**config.mk**
```make
export PLATFORM = sky130hd
export DESIGN_NAME = boiler_stack_renderer
export DESIGN_NICKNAME = d
export VERILOG_FILES = /design/src/rtl/boiler_stack_renderer.sv
export SDC_FILE = /design/constraint.sdc
export NUM_CORES = 1
export LEC_CHECK = 0
export BUFFER_PORTS_ARGS = -buffer_cell sky130_fd_sc_hd__buf_2
export CORE_ASPECT_RATIO = 2
export CORE_MARGIN = 3
export CORE_UTILIZATION = 35
export CTS_CLUSTER_SIZE = 30
export DETAILED_ROUTE_END_ITERATION = 6
export SLEW_MARGIN = 20
export SYNTH_ARGS = -nofsm -noshare
export SYNTH_HDL_FRONTEND = slang
export SYNTH_SLANG_ARGS = --single-unit
```
**constraint.sdc**
```tcl
create_clock -name CLOCK -period 7.05 [get_ports CLOCK]
set_clock_uncertainty 0.05 [all_clocks]
set_input_delay 1.7625 -clock CLOCK [delete_from_list [all_inputs] [get_ports CLOCK]]
set_output_delay 1.7625 -clock CLOCK [all_outputs]
set_load 0.01 [all_outputs]
```
**src/rtl/boiler_stack_renderer.sv**
```systemverilog
// Boiler sprite with a LIFO stack of colour layers, animated pour/drain and a
// registered RGB565 pixel output for the (X,Y) presented each clock.
module boiler_stack_renderer #(
  parameter int unsigned NUM_LAYERS = 4,
  parameter int unsigned LAYER_H    = 4,
  parameter int unsigned CW         = 3
) (
  input  logic          CLOCK,
  input  logic          reset,
  input  logic [6:0]    X,
  input  logic [5:0]    Y,
  input  logic [6:0]    leftX,
  input  logic [5:0]    topY,
  input  logic [15:0]   BACKGROUND,
  input  logic          selected,
  input  logic          confirmed,
  input  logic          anim_tick,
  input  logic          push_valid,
  input  logic [CW-1:0] push_colour,
  output logic          push_ready,
  input  logic          pop_valid,
  output logic          pop_ready,
  output logic [CW-1:0] pop_colour,
  output logic [3:0]    count,
  output logic          busy,
  output logic [15:0]   oled_data
);

  localparam int unsigned LVL_W    = 7;
  localparam int unsigned IDX_W    = (NUM_LAYERS > 1) ? $clog2(NUM_LAYERS) : 1;
  localparam int unsigned BODY_BOT = 9 + NUM_LAYERS * LAYER_H;

  localparam logic [15:0] C_WHITE      = 16'hFFFF;
  localparam logic [15:0] C_BLACK      = 16'h0000;
  localparam logic [15:0] C_PINK       = 16'hFE19;
  localparam logic [15:0] C_LIGHTGREEN = 16'h9772;
  localparam logic [15:0] C_ORANGE     = 16'hFD20;
  localparam logic [15:0] C_BLUE       = 16'h001F;
  localparam logic [15:0] C_LIGHTBLUE  = 16'hAEDC;
  localparam logic [15:0] C_LIGHTGREY  = 16'hD69A;
  localparam logic [15:0] C_RED        = 16'hF800;
  localparam logic [15:0] C_GREEN      = 16'h07E0;
  localparam logic [15:0] C_BROWN      = 16'hA145;

  typedef enum logic [1:0] {IDLE, FILL, DRAIN} state_t;

  state_t              state_q, state_d;
  logic [3:0]          count_q, count_d;
  logic [LVL_W-1:0]    level_q, level_d;
  logic [CW-1:0]       stack_q [NUM_LAYERS];
  logic [CW-1:0]       stack_d [NUM_LAYERS];
  logic [15:0]         oled_q, oled_d;

  logic [LVL_W-1:0]    fill_tgt;
  logic [LVL_W-1:0]    top_base;
  logic [IDX_W-1:0]    top_idx;

  assign fill_tgt = LVL_W'(count_q) * LVL_W'(LAYER_H);
  assign top_base = LVL_W'(count_q - 4'd1) * LVL_W'(LAYER_H);
  assign top_idx  = IDX_W'(count_q - 4'd1);

  function automatic logic [15:0] colour_map(input logic [CW-1:0] c);
    case (32'(c))
      0:       colour_map = C_WHITE;
      1:       colour_map = C_PINK;
      2:       colour_map = C_LIGHTGREEN;
      3:       colour_map = C_ORANGE;
      4:       colour_map = C_BLUE;
      5:       colour_map = C_LIGHTBLUE;
      6:       colour_map = C_LIGHTGREY;
      7:       colour_map = C_RED;
      default: colour_map = C_WHITE;
    endcase
  endfunction

  // Next-state: stack handshakes in IDLE, level stepping in FILL/DRAIN
  always_comb begin
    state_d    = state_q;
    count_d    = count_q;
    level_d    = level_q;
    stack_d    = stack_q;
    push_ready = 1'b0;
    pop_ready  = 1'b0;
    case (state_q)
      IDLE: begin
        push_ready = (count_q < 4'(NUM_LAYERS));
        pop_ready  = (count_q != 4'd0) && !(push_valid && push_ready);
        if (push_valid && push_ready) begin
          stack_d[IDX_W'(count_q)] = push_colour;
          count_d = count_q + 4'd1;
          state_d = FILL;
        end else if (pop_valid && pop_ready) begin
          state_d = DRAIN;
        end
      end
      FILL: begin
        if (level_q == fill_tgt) begin
          state_d = IDLE;
        end else if (anim_tick) begin
          level_d = level_q + LVL_W'(1);
          if (level_d == fill_tgt) state_d = IDLE;
        end
      end
      DRAIN: begin
        if (anim_tick) begin
          level_d = level_q - LVL_W'(1);
          if (level_d == top_base) begin
            count_d          = count_q - 4'd1;
            stack_d[top_idx] = '0;
            state_d          = IDLE;
          end
        end
      end
      default: state_d = IDLE;
    endcase
  end

  assign pop_colour = (count_q != 4'd0) ? stack_q[top_idx] : '0;
  assign busy       = (state_q != IDLE);
  assign count      = count_q;
  assign oled_data  = oled_q;

  logic [7:0]    dx, dy, r;
  logic          outside;
  logic [15:0]   cap_col;

  // Pixel render from sprite-relative coordinates
  always_comb begin
    dx      = 8'(X) - 8'(leftX);
    dy      = 8'(Y) - 8'(topY);
    r       = 8'(BODY_BOT) - dy;
    outside = (X < leftX) || (Y < topY);
    cap_col = confirmed ? C_GREEN : selected ? C_RED : busy ? C_ORANGE : C_BROWN;
    oled_d  = BACKGROUND;
    if (!outside) begin
      if (dy <= 8'd3) begin
        if (dx >= 8'd5 && dx <= 8'd12) oled_d = cap_col;
      end else if (dy <= 8'd9) begin
        if (dx == 8'd6 || dx == 8'd11)     oled_d = C_BLACK;
        else if (dx >= 8'd7 && dx <= 8'd10) oled_d = C_WHITE;
      end else if (dy <= 8'(BODY_BOT)) begin
        if (dx == 8'd0 || dx == 8'd17) begin
          oled_d = C_BLACK;
        end else if (dx >= 8'd1 && dx <= 8'd16) begin
          if (r < 8'(level_q)) oled_d = colour_map(stack_q[IDX_W'(r / 8'(LAYER_H))]);
          else                 oled_d = C_WHITE;
        end
      end else if (dy == 8'(BODY_BOT + 1)) begin
        if (dx <= 8'd17) oled_d = C_BLACK;
      end
    end
  end

  always_ff @(posedge CLOCK) begin
    if (reset) begin
      state_q <= IDLE;
      count_q <= '0;
      level_q <= '0;
      oled_q  <= '0;
      for (int i = 0; i < int'(NUM_LAYERS); i++) stack_q[i] <= '0;
    end else begin
      state_q <= state_d;
      count_q <= count_d;
      level_q <= level_d;
      oled_q  <= oled_d;
      stack_q <= stack_d;
    end
  end

endmodule

```
==> results of run 1 <==
==> worst max-delay path, cell delays in order <==
cell and delay, ns:
buf_2 0.09, inv_1 0.04, ha_1 0.15, inv_1 0.05
fa_1 0.39, xnor2_1 0.35, ha_1 0.29, xnor3_2 0.46
inv_1 0.09, ha_1 0.22, o2111ai_1 0.20, o21ai_0 0.19
a2111oi_4 0.54, nand2_1 0.14, o221ai_1 0.30, a32oi_1 0.17
a21o_1 0.20
==> cells by family after synthesis <==
logic type	after synthesis	synth area share [%]
fa+ha+maj	35	10.56
flops	41	19.14
mux	13	4.522
xor+xnor	37	9.539
simple gates	188	21.65
compound gates	176	28.76
buf+inv	63	5.834
==> where the power goes <==
part / switching (mW) / total, mW / internal [mW]
clock: 0.101 / 0.278 / 0.177
combinational: 0.305 / 0.515 / 0.210
sequential: 0.0228 / 0.277 / 0.254
==> metal layers <==
| metal | track usage (%) | vias to the layer above |
|---|---|---|
| li1 | - | 2148 |
| met1 | 20.26 | 2096 |
| met2 | 38.56 | 161 |
| met3 | 3.139 | 60 |
| met4 | 11.13 | 2 |
| met5 | 0 | - |
==> final cells by class <==
cell class | count | area, sq um | area share, %
sequential | 41 | 820.8 | 16.61
multi-input combinational | 449 | 3223 | 65.23
clock inverter | 2 | 37.54 | 0.7597
inverter | 39 | 146.4 | 2.963
tap | 145 | 181.4 | 3.672
timing repair buffer | 78 | 392.9 | 7.951
clock buffer | 6 | 138.9 | 2.811
==> layout by cell type (no fill, tap or decap), types with 4 or more instances in the layout <==
cell	netlist	routed
a211o_1	4	4
a211oi_1	8	8
a21o_1	11	11
a21oi_1	47	47
a22oi_1	4	4
a311oi_1	4	4
a31oi_1	4	4
and2_1	8	8
buf_2	2	77
clkbuf_16	0	5
dfxtp_1	41	41
ha_1	33	33
inv_1	39	39
mux2i_1	7	7
mux4_2	5	5
nand2_1	43	43
nand2b_1	9	9
nand3_1	23	23
nand4_1	5	5
nor2_1	53	53
nor2b_1	5	5
nor3_1	11	10
nor4_1	4	4
o2111ai_1	5	5
o21ai_0	32	31
o21bai_1	4	4
o221ai_1	5	5
o22ai_1	7	7
o311a_1	7	7
or3_1	6	6
xnor2_1	19	19
xnor3_1	4	4
xor2_1	11	11
==> synth_stat cells, types with 5 or more instances <==
master     number
nand2b_1        9
o22ai_1         7
o311a_1         7
clkbuf_1       20
dfxtp_1        41
a21oi_1        47
and2_1          8
mux2i_1         7
nand4_1         5
nand2_1        43
nor2b_1         5
o2111ai_1       5
xor2_1         11
inv_1          39
o21ai_0        32
ha_1           33
or3_1           6
mux4_2          5
nand3_1        23
a21o_1         11
nor3_1         11
xnor2_1        19
o221ai_1        5
nor2_1         53
a211oi_1        8
==> path summary, 6_finish.rpt <==
| kind | startpoint | depth (start not counted) | endpoint |
|---|---|---|---|
| worst max-delay path | Y[0] | 17 | oled_data[10] |
| worst min-delay path | stack_q[4] | 2 | stack_q[4] |
| worst max register to register | count[0] | 11 | stack_q[2] |
| worst min register to register | stack_q[4] | 2 | stack_q[4] |
==> sequential cells by signal (all words and copies together) (netlist names) <==
name	count
oled_data	16
stack_q	12
level_q	7
count	4
state_q	2
==> metrics.cfg, run 1 <==
[finish]
layout.cells.non_filler=760
drive_gt1_share_pct=19.19
final_util_pct=41.73
stdcell_area_sq_um=4941
fin_nets=701
fillers=1214
n_antenna_cell=0
areaGrowthSynthToFinish_pct=15.20

[clocking]
ctsRootBufferMaster=clkbuf_16
cts.clk_slew.worst_paths_ns=0.07
post_cts_resized=0
cts_hold_buf=0
cts_buffer_depth=2
clock_latency_ns=0.29
tritoncts=yes
post-cts-setup-buffers=0
htree_levels=2
cts_inserted_buffers=5
cts.sinks=41

[logic_synthesis]
ys_ff_latch=41
yosysSeqAreaShare_pct=19.14
synth_cells=553
synth.distinct_cells=74
postSynthAreaPerCell_sq_um=7.756
syn_nets=640
synth-edff-count=0
synth.area.top_cells=dfxtp_1 19%, ha_1 9.6%, a21oi_1 5.5%
yosysWarnings=0
synthFlopType=dfxtp_1
syn-cell-area_sq_um=4289
synth_top_cell_area_share_pct=19.14
yosys.area.top_type=dfxtp_1
async_flop_share_pct=0

[drt]
totalWireLength_microns=13770
met1_length_microns=4820
via_per_inst=5.878
top_layer=met5
drtAntennaViolNets=0
drc_errors=0
wire_per_inst_microns=18.11
vias=4467
first_pass_iters=5
wl_met2_microns=7419
dr_wl_met3_microns=694
dr.first_iter.drc_count=269

[power]
ir_drop_v=0.0001543
power_density_nw_per_um2=216.5
p_leak_nw=2.093
p_total_mw=1.070

[sta]
report.final.slew_viol_count=0
min_period_over_period_pct=78.11
setup_viol=0
slew_headroom_pct=42.32
holdWs_ns=0.4348
setup_slack_ns=1.543
worst_slew_pin_slew_ns=0.8635
fin_tns_setup_ns=0
hold_viol=0
max_freq_ghz=0.1816
min_period_ns=5.507
rsz0062_at_grt=no

[setup_path]
worstPathMaxFanout=5
worst-r2r-setup-slack_ns=3.53
critPathKind=input pin to register
crit_path_start_kind=input pin
arrival_ns=5.65
cp-end-kind=register
required_ns=7.19

[grt]
antenna_found_initial=1
grt_max_degree=41
grt_pass1_wl_microns=22320
grt_pass1_vias=4512
grt.total_usage_pct=20.18
overflow=0

[flow_run]
cap_violations=0

[place]
hpwl_microns=11110
dp_cells=752
place_ws_ns=1.217
placed_area_sq_um=4760
gp_congestion=0.9478
numPortBuffers=77

[floorplanning]
ioPinCount=78
core_sq_um=11840
row_count=56
start_util_pct=36.22
die_w_microns=84.28
die_area_sq_um=13700
die_height_microns=162.6

[outcome]
status=finished, final reports clean

[worst_hold_path]
holdCritPathClass=register to register

Note: power is estimated with default switching activity, not from simulation.
==> run 2: changes to the inputs <==
--- a/config.mk
+++ b/config.mk
@@ -5,6 +5,7 @@
 export SDC_FILE = /design/constraint.sdc
 export NUM_CORES = 1
 export LEC_CHECK = 0
+export ABC_AREA = 1
 export BUFFER_PORTS_ARGS = -buffer_cell sky130_fd_sc_hd__buf_2
 export CORE_ASPECT_RATIO = 2
 export CORE_MARGIN = 3
==> constraint.sdc (replaced) <==
create_clock -name CLOCK -period 5.8 [get_ports CLOCK]
set_clock_uncertainty 0.05 [all_clocks]
set_input_delay 1.45 -clock CLOCK [delete_from_list [all_inputs] [get_ports CLOCK]]
set_output_delay 1.45 -clock CLOCK [all_outputs]
set_load 0.01 [all_outputs]
==> metrics.cfg, run 2 <==
[outcome]
status=finished, final reports clean

[setup_path]
cp-end-kind=register
crit_top_cell=nand2_1
crit_path_start_kind=input pin
cpMaxStageDelayCell=fa_1
critPathKind=input pin to register
arrival_ns=4.90  ; -0.75 ns
max_stage_delay_ns=0.39  ; -0.15 ns
required_ns=5.89  ; -1.30 ns
worstPathMaxFanout=9  ; +4

[sta]
setup_viol=0  ; unchanged
worst_slew_pin_slew_ns=0.8545  ; -0.008960 ns
min_period_over_period_pct=83.06
min_period_ns=4.817
rsz0062_at_grt=no
report.final.slew_viol_count=0  ; unchanged
slew_headroom_pct=42.97  ; +0.65 points
hold_viol=0  ; unchanged
fin_tns_setup_ns=0  ; unchanged
max_freq_ghz=0.2076

[grt]
grt.total_usage_pct=20.22  ; +0.039 points
grt_pass1_wl_microns=23780  ; +6.5%
antenna_found_initial=0  ; -1
overflow=0  ; unchanged
grt_pass1_vias=5126  ; +14%
grt_max_degree=32  ; -22%

[drt]
totalWireLength_microns=14410  ; +4.7%
dr.first_iter.drc_count=165  ; -39%
vias=5154  ; +15%
first_pass_iters=5  ; unchanged
drc_errors=0  ; unchanged
drtAntennaViolNets=0  ; unchanged
wire_per_inst_microns=14.48  ; -20%
via_per_inst=5.180  ; -12%

[power]
seqPwrFrac_pct=21.7  ; -4.2 points
power.share.clock_pct=19.2  ; -6.8 points
switching_power_uw=957.2  ; +120%
power_density_nw_per_um2=369.6  ; +71%
p_leak_nw=2.695  ; +29%
p_comb_share_pct=59.0  ; +11 points
internal_power_uw=989.0  ; +54%
ir_drop_v=0.0002764  ; +79%
switching_share_pct=49.18  ; +9.1 points

[place]
gp_congestion=0.9240  ; -2.5%
hpwl_microns=11750  ; +5.8%
numPortBuffers=77  ; unchanged

[logic_synthesis]
yosys.area.top_type=nand2_1
postSynthAreaPerCell_sq_um=5.881  ; -24%
synth.area.top_cells=nand2_1 20%, dfxtp_1 18%, ha_1 9.0%
ys_ff_latch=41  ; unchanged
synth_top_cell_area_share_pct=20.02  ; +0.89 points
synthFlopType=dfxtp_1
yosysWarnings=0  ; unchanged
yosys-top-cells-count=245 x nand2_1, 98 x inv_1, 64 x a21oi_1
syn-cell-area_sq_um=4593  ; +7.1%
synth_most_common_cell=nand2_1
async_flop_share_pct=0  ; unchanged
synth_cells=781  ; +41%
synth.distinct_cells=41  ; -45%
syn_nets=868  ; +36%
yosysSeqAreaShare_pct=17.87  ; -1.3 points
synth-edff-count=0  ; unchanged

[clocking]
clock_latency_ns=0.29  ; about the same
post_cts_resized=0  ; unchanged
tritoncts=yes
cts.sinks=41  ; unchanged
cts_inserted_buffers=5  ; unchanged
cts_buffer_depth=2  ; unchanged
post-cts-setup-buffers=0  ; unchanged
htree_levels=2  ; unchanged
cts_hold_buf=0  ; unchanged
cts.clk_slew.worst_paths_ns=0.06  ; about the same
ctsRootBufferMaster=clkbuf_16

[floorplanning]
row_count=58  ; +3.6%
start_util_pct=36.17  ; -0.054 points
die_area_sq_um=14620  ; +6.7%
die_height_microns=168.0  ; +3.4%
core_sq_um=12700  ; +7.2%
ioPinCount=78  ; unchanged
die_w_microns=87.01  ; +3.2%

[finish]
largest_register_ff_count=16  ; unchanged
final_util_pct=41.47  ; -0.26 points
fin_nets=931  ; +33%
final_cell_mix=245 x nand2_1, 98 x inv_1, 77 x buf_2, 64 x a21oi_1, 63 x nor2_1
drive_gt1_share_pct=15.03  ; -4.2 points
n_antenna_cell=0  ; unchanged
final_common_cell=nand2_1
areaGrowthSynthToFinish_pct=14.66
fillers=1439  ; +19%

[worst_hold_path]
holdCritPathClass=register to register

[flow_run]
cap_violations=0  ; unchanged

run 2: final cells by class:
cell class	instances	area, sq um	share of cell area (%)
multi-input combinational	613	3273	62.15
clock buffer	5	125.1	2.376
timing repair buffer	79	400.4	7.603
tap	150	187.7	3.564
clock inverter	3	68.82	1.307
inverter	104	390.4	7.413
sequential	41	820.8	15.59
run 2: metrics by stage:
| step | setup WS (ns) | std cells | hold WS, ns | area [sq um] | power (mW) |
|---|---|---|---|---|---|
| 5_1_grt | 0.5915 | 995 | 0.4361 | 5266 | 2.139 |
| 4_1_cts | 0.9581 | 995 | 0.4178 | 5266 | 1.954 |
| 3_5_place_dp | 0.6714 | 987 | 0.4080 | 5072 | 1.570 |
| 6_report | 0.9827 | 995 | 0.4115 | 5266 | 1.946 |
| 2_1_floorplan | 1.332 | 781 | 0.3896 | 4593 | 1.273 |
| 3_3_place_gp | 0.6654 | 987 | 0.4008 | 5072 | 1.568 |
run 2: path summary, 6_finish.rpt:
| kind | startpoint | to | slack, ns | cells after the start |
|---|---|---|---|---|
| min | stack_q[5] | stack_q[5] | 0.41 | 2 |
| min reg2reg | stack_q[5] | stack_q[5] | 0.41 | 2 |
| max | Y[0] | oled_data[10] | 0.98 | 26 |
| max reg2reg | count[0] | stack_q[4] | 2.42 | 11 |
run 2: power by group through the flow:
stage          logic, mW  clock network [mW]  registers, mW
3_3_place_gp        1.14                   0          0.428
4_1_cts             1.15               0.384          0.422
5_1_grt             1.32               0.391          0.431
2_1_floorplan      0.875                   0          0.399
3_5_place_dp        1.14                   0          0.428
6_report            1.15               0.375          0.423
run 2: routing by layer:
| layer | vias to the layer above | GRT usage [%] | share of wire [%] |
|---|---|---|---|
| met5 | - | 0 | 0 |
| met4 | 0 | 10.79 | 4.8 |
| met3 | 52 | 2.693 | 4.1 |
| met2 | 153 | 39.59 | 57 |
| met1 | 2293 | 19.24 | 34 |
| li1 | 2656 | - | - |
run 2: worst max-delay path, delay by kind of cell:
family,cells,cell delay [ns]
compound gates,3,0.35
xor+xnor,1,0.32
fa+ha+maj,4,0.99
buf+inv,5,0.39
simple gates,13,1.38
run 2: logic make-up after synthesis:
logic type,Yosys count,share of synthesized area (%)
simple gates,404,38.22
compound gates,152,18.82
buf+inv,127,10.87
flops,41,17.87
fa+ha+maj,35,9.861
xor+xnor,22,4.359
==> run 3: changes to the inputs <==
==> constraint.sdc (replaced) <==
create_clock -name CLOCK -period 4.9 [get_ports CLOCK]
set_clock_uncertainty 0.05 [all_clocks]
set_input_delay 1.225 -clock CLOCK [delete_from_list [all_inputs] [get_ports CLOCK]]
set_output_delay 1.225 -clock CLOCK [all_outputs]
set_load 0.01 [all_outputs]
==> metrics.cfg, run 3 (same netlist as run 2, synthesis figures left out) <==
[outcome]
status=finished, final reports clean

[sta]
worst_slew_pin_slew_ns=0.8257  ; -0.02877 ns
fin_tns_setup_ns=0  ; unchanged
rsz0062_at_grt=no
setup_slack_ns=0.5734  ; -0.4093 ns
slew_headroom_pct=44.94  ; +2.0 points
hold_viol=0  ; unchanged
setup_viol=0  ; unchanged
max_freq_ghz=0.2311
min_period_over_period_pct=88.30
min_period_ns=4.327
report.final.slew_viol_count=0  ; unchanged

[setup_path]
required_ns=4.99  ; -0.90 ns
arrival_ns=4.41  ; -0.49 ns
critPathKind=input pin to register
r2r_cells=11  ; unchanged
cp-end-kind=register
worstPathMaxFanout=12  ; +3
rr_startpoint=count[0]
timing.rr.end=stack_q[10]
worst-r2r-setup-slack_ns=1.51  ; -0.91 ns
crit_path_start_kind=input pin

[clocking]
cts.clk_slew.worst_paths_ns=0.06  ; about the same
post-cts-setup-buffers=0  ; unchanged
tritoncts=yes
cts_hold_buf=0  ; unchanged
post_cts_resized=0  ; unchanged
cts.sinks=41  ; unchanged
cts_inserted_buffers=5  ; unchanged
ctsRootBufferMaster=clkbuf_16
cts_buffer_depth=2  ; unchanged
htree_levels=2  ; unchanged
clock_latency_ns=0.29  ; about the same

[drt]
drc_errors=0  ; unchanged
totalWireLength_microns=14360  ; -0.37%
vias=5195  ; +0.80%
dr.first_iter.drc_count=188  ; +14%
drtAntennaViolNets=0  ; unchanged
first_pass_iters=5  ; unchanged
via_per_inst=5.159  ; -0.41%
wire_per_inst_microns=14.26  ; -1.6%

[finish]
stdcell_area_sq_um=5356  ; +1.7%
largest_register_ff_count=16  ; unchanged
final_util_pct=42.18  ; +0.71 points
final_cell_mix=245 x nand2_1, 98 x inv_1, 77 x buf_2, 64 x a21oi_1, 63 x nor2_1
drive_gt1_share_pct=16.22  ; +1.2 points
fillers=1414  ; -1.7%
fin_nets=943  ; +1.3%
final_common_cell=nand2_1
areaGrowthSynthToFinish_pct=16.62
n_antenna_cell=0  ; unchanged

[grt]
grt.total_usage_pct=19.95  ; -0.27 points
grt_max_degree=32  ; unchanged
overflow=0  ; unchanged
antenna_found_initial=0  ; unchanged
grt_pass1_vias=5003  ; -2.4%
grt_pass1_wl_microns=23330  ; -1.9%

[floorplanning]
ioPinCount=78  ; unchanged
core_sq_um=12700  ; unchanged
die_w_microns=87.01  ; unchanged
row_count=58  ; unchanged
die_height_microns=168.0  ; unchanged
start_util_pct=36.17  ; unchanged
die_area_sq_um=14620  ; unchanged

[worst_hold_path]
hp-start=stack_q[4]
holdCritPathClass=register to register
hold_path_end=stack_q[4]
holdPathStages=2  ; unchanged

[place]
place_ws_ns=0.2397  ; -0.4317 ns
gp_congestion=0.8707  ; -5.8%
hpwl_microns=11650  ; -0.83%
numPortBuffers=77  ; unchanged
placed_area_sq_um=5162  ; +1.8%

[power]
p_leak_nw=2.754  ; +2.2%
ir_drop_v=0.0003635  ; +32%
p_total_mw=2.328  ; +20%
power_density_nw_per_um2=434.6  ; +18%

[flow_run]
cap_violations=0  ; unchanged

run 3: how the worst max path moves through the flow:
stage	slack (ns)	end	from	cells after the start
5_1_grt	0.20	oled_data[9]	Y[0]	26
6_report	0.57	oled_data[14]	Y[0]	26
3_3_place_gp	0.24	oled_data[6]	Y[0]	25
2_1_floorplan	0.66	oled_data[3]	Y[0]	25
4_1_cts	0.55	oled_data[14]	Y[0]	26
3_5_place_dp	0.24	oled_data[6]	Y[0]	26
run 3: stage by stage:
step	cells	hold WS, ns
floorplan	781	0.3896
global route	1007	0.4469
finish	1007	0.4138
CTS	1007	0.4158
detailed placement	999	0.4050
global placement	999	0.4018
run 3: cell type report:
type,count,area (sq um),area share (%)
flip-flops and latches,41,820.8,15.32
clock buffers,5,125.1,2.336
multi-input cells,613,3273,61.11
clock inverters,3,68.82,1.285
repair buffers,91,490.5,9.157
inverters,104,390.4,7.288
well taps,150,187.7,3.504
run 3: critical path: stages:
cell and delay (ns):
buf_2 0.09, inv_1 0.05, ha_1 0.13, inv_1 0.05, fa_1 0.39, xor2_1 0.22
inv_1 0.08, ha_1 0.51, buf_4 0.19, ha_1 0.21, nand2_1 0.06, inv_1 0.03
nand2_1 0.05, nand2_1 0.04, nand2_1 0.05, nand2_1 0.04, a21oi_1 0.11, nand2_1 0.22
nor2_4 0.23, nand2_1 0.08, nand2_1 0.06, nand2_1 0.04, nand2_1 0.05, nand2_1 0.04
nand2_1 0.05, a21oi_1 0.09
run 3: power by group:
| group | internal, mW | switching (mW) | total (mW) |
|---|---|---|---|
| Sequential | 0.401 | 0.0953 | 0.496 |
| Combinational | 0.497 | 0.892 | 1.39 |
| Clock | 0.294 | 0.149 | 0.443 |
run 3: per-layer routing:
layer | vias to the layer above | track usage [%] | wire length, microns
li1 | 2682 | - | -
met1 | 2334 | 18.83 | 4965
met2 | 135 | 39.76 | 8226
met3 | 44 | 2.351 | 547
met4 | 0 | 9.973 | 618
met5 | - | 0 | 0
